File: config.mk
export PLATFORM = sky130hd
export DESIGN_NAME = draw_board_window
export DESIGN_NICKNAME = d
export VERILOG_FILES = /design/src/rtl/draw_pkg.sv /design/src/rtl/board_scan_counter.sv /design/src/rtl/draw_board_window.sv
export SDC_FILE = /design/constraint.sdc
export NUM_CORES = 1
export LEC_CHECK = 0
export CAP_MARGIN = 25
export CORE_MARGIN = 5
export CORE_UTILIZATION = 30
export DETAILED_ROUTE_END_ITERATION = 7
export GPL_TIMING_DRIVEN = 1
export HOLD_SLACK_MARGIN = 0.02
export MAX_ROUTING_LAYER = met4
export PLACE_DENSITY = 0.48
export SETUP_SLACK_MARGIN = 0.02
export SLEW_MARGIN = 5
export SYNTH_ARGS = -nofsm -noshare
export SYNTH_HDL_FRONTEND = slang
export SYNTH_HIERARCHICAL = 1
export SYNTH_SLANG_ARGS = --single-unit
File: constraint.sdc
create_clock -name clk -period 5.1 [get_ports clk]
set_input_delay 0.765 -clock clk [delete_from_list [all_inputs] [get_ports clk]]
set_output_delay 0.765 -clock clk [all_outputs]
set_load 0.02 [all_outputs]
File: src/rtl/draw_pkg.sv
// rtl/draw_pkg.sv - shared state encoding and default geometry for the board renderer
package draw_pkg;

  typedef enum logic [1:0] {IDLE, RUN, DRAIN, DONE} state_t;

  localparam int BOARD_W     = 10;
  localparam int BOARD_H     = 20;
  localparam int HIDDEN_ROWS = 4;
  localparam int CELL_SIZE   = 4;
  localparam int X_START     = 59;
  localparam int Y_START     = 11;
  localparam int COLOUR_W    = 6;

  localparam logic [COLOUR_W-1:0] BLACK = '0;

endpackage

File: src/rtl/board_scan_counter.sv
// rtl/board_scan_counter.sv - nested ox/oy/col/row scan counters with clamped row window
module board_scan_counter #(
  parameter int BOARD_W   = draw_pkg::BOARD_W,
  parameter int BOARD_H   = draw_pkg::BOARD_H,
  parameter int CELL_SIZE = draw_pkg::CELL_SIZE
) (
  input  logic                         clk,
  input  logic                         resetn,
  input  logic                         load,
  input  logic                         advance,
  input  logic [4:0]                   row_lo_in,
  input  logic [4:0]                   row_hi_in,
  output logic [$clog2(CELL_SIZE)-1:0] ox,
  output logic [$clog2(CELL_SIZE)-1:0] oy,
  output logic [$clog2(BOARD_W)-1:0]   col,
  output logic [4:0]                   row,
  output logic                         last,
  output logic                         empty
);

  logic [4:0] hi_clamp;
  logic [4:0] hi_r;
  logic       ox_end;
  logic       oy_end;
  logic       col_end;

  assign hi_clamp = (32'(row_hi_in) > BOARD_H - 1) ? 5'(BOARD_H - 1) : row_hi_in;
  assign empty    = row_lo_in > hi_clamp;

  assign ox_end  = (32'(ox) == CELL_SIZE - 1);
  assign oy_end  = (32'(oy) == CELL_SIZE - 1);
  assign col_end = (32'(col) == BOARD_W - 1);
  assign last    = ox_end && oy_end && col_end && (row == hi_r);

  // ox is the fastest digit, row the slowest
  always_ff @(posedge clk or negedge resetn) begin
    if (!resetn) begin
      ox   <= '0;
      oy   <= '0;
      col  <= '0;
      row  <= '0;
      hi_r <= '0;
    end else if (load) begin
      ox   <= '0;
      oy   <= '0;
      col  <= '0;
      row  <= row_lo_in;
      hi_r <= hi_clamp;
    end else if (advance) begin
      if (!ox_end) begin
        ox <= ox + 1'b1;
      end else begin
        ox <= '0;
        if (!oy_end) begin
          oy <= oy + 1'b1;
        end else begin
          oy <= '0;
          if (!col_end) begin
            col <= col + 1'b1;
          end else begin
            col <= '0;
            row <= row + 1'b1;
          end
        end
      end
    end
  end

endmodule

File: src/rtl/draw_board_window.sv
// rtl/draw_board_window.sv - streams a band of board rows from RAM to the VGA plot port
// Defining DRAW_GRID_EN paints the right/bottom pixel edge of occupied cells in GRID_COLOUR.
module draw_board_window #(
  parameter int BOARD_W     = draw_pkg::BOARD_W,
  parameter int BOARD_H     = draw_pkg::BOARD_H,
  parameter int HIDDEN_ROWS = draw_pkg::HIDDEN_ROWS,
  parameter int CELL_SIZE   = draw_pkg::CELL_SIZE,
  parameter int X_START     = draw_pkg::X_START,
  parameter int Y_START     = draw_pkg::Y_START,
  parameter int COLOUR_W    = draw_pkg::COLOUR_W,
  parameter int ADDR_W      = 8,
  parameter int RAM_LATENCY = 1
`ifdef DRAW_GRID_EN
  , parameter logic [COLOUR_W-1:0] GRID_COLOUR = COLOUR_W'(6'b010101)
`endif
) (
  input  logic                clk,
  input  logic                resetn,
  input  logic                start,
  input  logic                abort,
  input  logic                clear,
  input  logic [4:0]          row_lo,
  input  logic [4:0]          row_hi,
  input  logic [COLOUR_W-1:0] ram_q,
  output logic [ADDR_W-1:0]   ram_addr,
  output logic [7:0]          x,
  output logic [6:0]          y,
  output logic [COLOUR_W-1:0] colour,
  output logic                plot,
  output logic                busy,
  output logic                done
);
  import draw_pkg::*;

  localparam int OXW = $clog2(CELL_SIZE);
  localparam int CW  = $clog2(BOARD_W);

  state_t                state, state_nxt;
  logic [OXW-1:0]        ox, oy;
  logic [CW-1:0]         col;
  logic [4:0]            row;
  logic                  last, empty, load, run;
  logic                  clear_r, drain_cnt;
  logic [7:0]            s0_x, d1_x, tail_x;
  logic [6:0]            s0_y, d1_y, tail_y;
  logic                  d1_valid, tail_valid;
  logic [COLOUR_W-1:0]   pix_colour, colour_hold;
`ifdef DRAW_GRID_EN
  logic                  s0_grid, d1_grid, tail_grid, grid_r;
`endif

  assign load = (state == IDLE) && start && !abort;
  assign run  = (state == RUN);
  assign busy = (state == RUN) || (state == DRAIN);
  assign done = (state == DONE);

  board_scan_counter #(
    .BOARD_W  (BOARD_W),
    .BOARD_H  (BOARD_H),
    .CELL_SIZE(CELL_SIZE)
  ) u_scan (
    .clk      (clk),
    .resetn   (resetn),
    .load     (load),
    .advance  (run),
    .row_lo_in(row_lo),
    .row_hi_in(row_hi),
    .ox       (ox),
    .oy       (oy),
    .col      (col),
    .row      (row),
    .last     (last),
    .empty    (empty)
  );

  assign ram_addr = run ? ADDR_W'((32'(row) + HIDDEN_ROWS) * BOARD_W + 32'(col)) : '0;
  assign s0_x     = 8'(X_START + 32'(col) * CELL_SIZE + 32'(ox));
  assign s0_y     = 7'(Y_START + 32'(row) * CELL_SIZE + 32'(oy));

  // Coordinates travel alongside the RAM read so they land with the matching ram_q
  assign tail_valid = (RAM_LATENCY == 2) ? d1_valid : run;
  assign tail_x     = (RAM_LATENCY == 2) ? d1_x     : s0_x;
  assign tail_y     = (RAM_LATENCY == 2) ? d1_y     : s0_y;
`ifdef DRAW_GRID_EN
  assign s0_grid    = (32'(ox) == CELL_SIZE - 1) || (32'(oy) == CELL_SIZE - 1);
  assign tail_grid  = (RAM_LATENCY == 2) ? d1_grid : s0_grid;
`endif

  always_comb begin
    state_nxt = state;
    case (state)
      IDLE:    if (load) state_nxt = empty ? DONE : RUN;
      RUN:     if (abort) state_nxt = IDLE;
               else if (last) state_nxt = DRAIN;
      DRAIN:   if (abort) state_nxt = IDLE;
               else if (32'(drain_cnt) == RAM_LATENCY - 1) state_nxt = DONE;
      DONE:    state_nxt = IDLE;
      default: state_nxt = IDLE;
    endcase
  end

  always_comb begin
    pix_colour = clear_r ? COLOUR_W'(BLACK) : ram_q;
`ifdef DRAW_GRID_EN
    if (!clear_r && grid_r && (ram_q != '0)) pix_colour = GRID_COLOUR;
`endif
  end

  // ram_q is only valid in the plot cycle, so colour is muxed live and held otherwise
  assign colour = plot ? pix_colour : colour_hold;

  always_ff @(posedge clk or negedge resetn) begin
    if (!resetn) begin
      state       <= IDLE;
      drain_cnt   <= 1'b0;
      clear_r     <= 1'b0;
      d1_valid    <= 1'b0;
      d1_x        <= '0;
      d1_y        <= '0;
      plot        <= 1'b0;
      x           <= '0;
      y           <= '0;
      colour_hold <= '0;
`ifdef DRAW_GRID_EN
      d1_grid     <= 1'b0;
      grid_r      <= 1'b0;
`endif
    end else begin
      state     <= state_nxt;
      drain_cnt <= (state == DRAIN) ? drain_cnt + 1'b1 : 1'b0;
      if (load) clear_r <= clear;
      if (plot) colour_hold <= colour;
      if (abort) begin
        d1_valid <= 1'b0;
        plot     <= 1'b0;
      end else begin
        d1_valid <= run;
        d1_x     <= s0_x;
        d1_y     <= s0_y;
        plot     <= tail_valid;
`ifdef DRAW_GRID_EN
        d1_grid  <= s0_grid;
        if (tail_valid) grid_r <= tail_grid;
`endif
        if (tail_valid) begin
          x <= tail_x;
          y <= tail_y;
        end
      end
    end
  end

endmodule

==> out/qor.yml <==
outcome:
  outcome: "complete, no violations"
floorplan:
  fp.dieH_um: 106.0
  initial_core_util_pct: 30.34
  die_w_um: 106.0
  fp.coreArea_um2: 9109
  rows: 35
  ios: 53
  dieArea_um2: 11230
drt:
  ant_nets: 0
  drc_errors: 0
  drt-total-wl_um: 6201
  first_pass_iters: 4
  wl_per_cell_um: 13.42
  drtIter0Drc: 81
  vias: 2166
  vias_per_cell: 4.688
grt:
  groute.usage.overall_pct: 11.80
  grt_pass1_vias: 2131
  grt_max_degree: 31
  grt_pass1_wl_um: 10380
  grt_overflow_total: 0
  antenna_found_initial: 0
cts:
  htreeDepth: 2
  clk_latency_ns: 0.29
  clk_path_buf_depth: 2
  cts_sinks: 43
  post_cts_resized: 0
  path_clk_slew_ns: 0.08
  ctsHoldBuffers: 0
  cts_tree: "built"
  cts_made_buffers: 5
  post-cts-setup-buffers: 0
  cts-root-buf: "clkbuf_8"
timing:
  fin_skew_ns: 0.004799
  finalCritPeriodShare_pct: 85.02
  finalHoldViolCount: 0
  fin_crit_ns: 4.336
  slew-limit-headroom_pct: 34.92
  finalSetupViolCount: 0
  grt_setup_unrepaired: "no"
  slew_viol_final: 0
  worst-slew-pin-transition_ns: 0.9761
  max_freq_mhz: 230.6
  setup_tns_ns: 0
pwr:
  power_switching_uw: 1125
  seq_power_share_pct: 24.6
  clkPwrFrac_pct: 10.6
  powerDensity_nw_per_um2: 738.9
  p_total_uw: 2601
  combPwrFrac_pct: 64.7
  p_int_uw: 1477
  p_leak_uw: 0.001570
  max-vdd-ir-drop_mv: 0.3136
  p_sw_share_pct: 43.23
synth:
  synth_fp_nets: 350
  yosysWarningCount: 6
  yosysUniqueCellTypes: 45
  async_reset_ff_share_pct: 100.0
  yosys.area.top_type: "dfrtp_1"
  synth_area_leaders: "dfrtp_1 (39%), ha_1 (13%), o21ai_0 (6.3%)"
  synth_edf_count: 0
  ys_seq_area_share_pct: 38.93
  synth_top_area_share_pct: 38.93
  ys_ff_latch: 43
  syn_area_um2: 2764
  syn_avg_cell_area_um2: 9.244
  syn_inst: 299
  synth_flop_cell: "dfrtp_1"
critical_path:
  reg2reg_from: "state[1]"
  crit_chain: "ha_1 > xor2_2 > ha_1 > inv_1 > fa_1 > xnor2_1 > nor4b_4 > xnor3_1 > and2_1 > clkdlybuf4s50_1"
  cp_common_cell: "ha_1"
  crit_required_ns: 4.34
  path_max_fanout: 8
  cp-start-kind: "flop"
  reg2reg_slack_ns: 2.53
  path_class: "flop to output pin"
  critPathMaxStageDelay_ns: 0.53
  crit_arrival_ns: 3.57
  cp_slowest_cell: "clkdlybuf4s50_1"
  startpoint: "u_scan/row[2]"
  end_kind: "output pin"
placed_design:
  place_congestion: 0.7976
  io_buffer_count: 51
  dp_hpwl_um: 4765
final_layout:
  nets: 401
  area_growth_pct: 27.39
  diodes: 0
  fill_cells: 939
  multi_input_area_um2: 1546
  register_area_um2: 1076
  utilization_pct: 38.65
  drive_above_1_share_pct: 6.553
worst_hold_path:
  hold_path_class: "flop to flop"
  hold_start: "drain_cnt"
run:
  drv_cap: 0
worst paths after layout:
path	endpoint	cells after the start
min reg2reg	drain_cnt	1
max	ram_addr[7]	10
max in group asynchronous	u_scan/hi_r[1]	2
min	drain_cnt	1
max reg2reg	state[1]	6
min in group asynchronous	x[4]	1
state kept, by name, summed over array words and instances, names as in the netlist:
signal,cells
drain_cnt,1
x,7
u_scan/row,5
u_scan/ox,2
plot,1
colour_hold,6
u_scan/col,4
u_scan/oy,2
y,7
state,2
u_scan/hi_r,5
clear_r,1
Yosys cell counts, types with 5 or more instances:
library cell and number:
a21oi_1 13, a31oi_1 5, clkbuf_1 6, dfrtp_1 43, ha_1 28, inv_1 27
nand2_1 32, nand3_1 10, nor2_1 20, nor2b_1 5, o21ai_0 35, xnor2_1 13
xor2_1 5
metal layers:
metal | vias up | GRT usage, % | part of all wire (%)
met2 | 34 | 18.94 | 47
met5 | - | - | 0
met1 | 1006 | 15.39 | 49
met3 | 4 | 2.247 | 3.0
li1 | 1122 | - | -
met4 | 0 | 3.053 | 0.73
logic make-up (layout without fill, tap and decap cells):
group	after synthesis	count (layout)	synth area share, %
xor gates and xnor gates	21	21	7.696
buffers and inverters	36	88	5.116
and+or+nand+nor	98	98	18.70
other	1	1	0.1357
AOI/OAI and AO/OA	64	64	12.99
DFF	43	43	38.93
muxes	6	6	2.309
adders and majority gates	30	30	14.12
critical path, delay by kind of cell, from the launching register on:
family | cells | cell delay [ns]
XOR/XNOR | 3 | 0.83
adder cells (fa/ha/maj) | 3 | 1.00
buffers and inverters | 2 | 0.59
flip-flops | 1 | 0.47
AND/OR/NAND/NOR | 2 | 0.39
placed cells by master, fill, tap and decap left out, types with 6 or more instances in the layout:
master           instances
ha_1                    28
a21oi_1                 13
nor2_1                  20
clkdlybuf4s50_1         50
xnor2_1                 13
nand3_1                 10
nand2_1                 32
dfrtp_1                 43
o21ai_0                 35
inv_1                   27
clkbuf_8                 6
power groups by stage:
| stage | clock network, µW | registers [µW] | logic [µW] |
|---|---|---|---|
| 6_report | 276 | 641 | 1680 |
| 5_1_grt | 304 | 672 | 1880 |
| 4_1_cts | 289 | 648 | 1720 |
| 3_5_place_dp | 0 | 655 | 1710 |
| 3_3_place_gp | 0 | 649 | 1700 |
| 2_1_floorplan | 0 | 682 | 1100 |
metrics by stage:
stage	instance area [µm²]	setup WS [ns]	hold slack [ns]	instances
finish	3521	0.7639	0.4488	462
global route	3521	0.5381	0.4560	462
CTS	3521	0.7127	0.4497	462
detailed placement	3403	1.044	0.4275	454
global placement	3376	1.103	0.4338	453
floorplan	2764	1.684	0.4035	299
final cells by class:
class,instances,area share (%)
Inverter,27,2.878
Clock buffer,6,2.345
Multi-Input combinational cell,220,43.92
Tap cell,111,3.945
Sequential cell,43,30.56
Timing Repair Buffer,53,15.35
Clock inverter,2,0.9950
(Power assumes the default switching activity.)
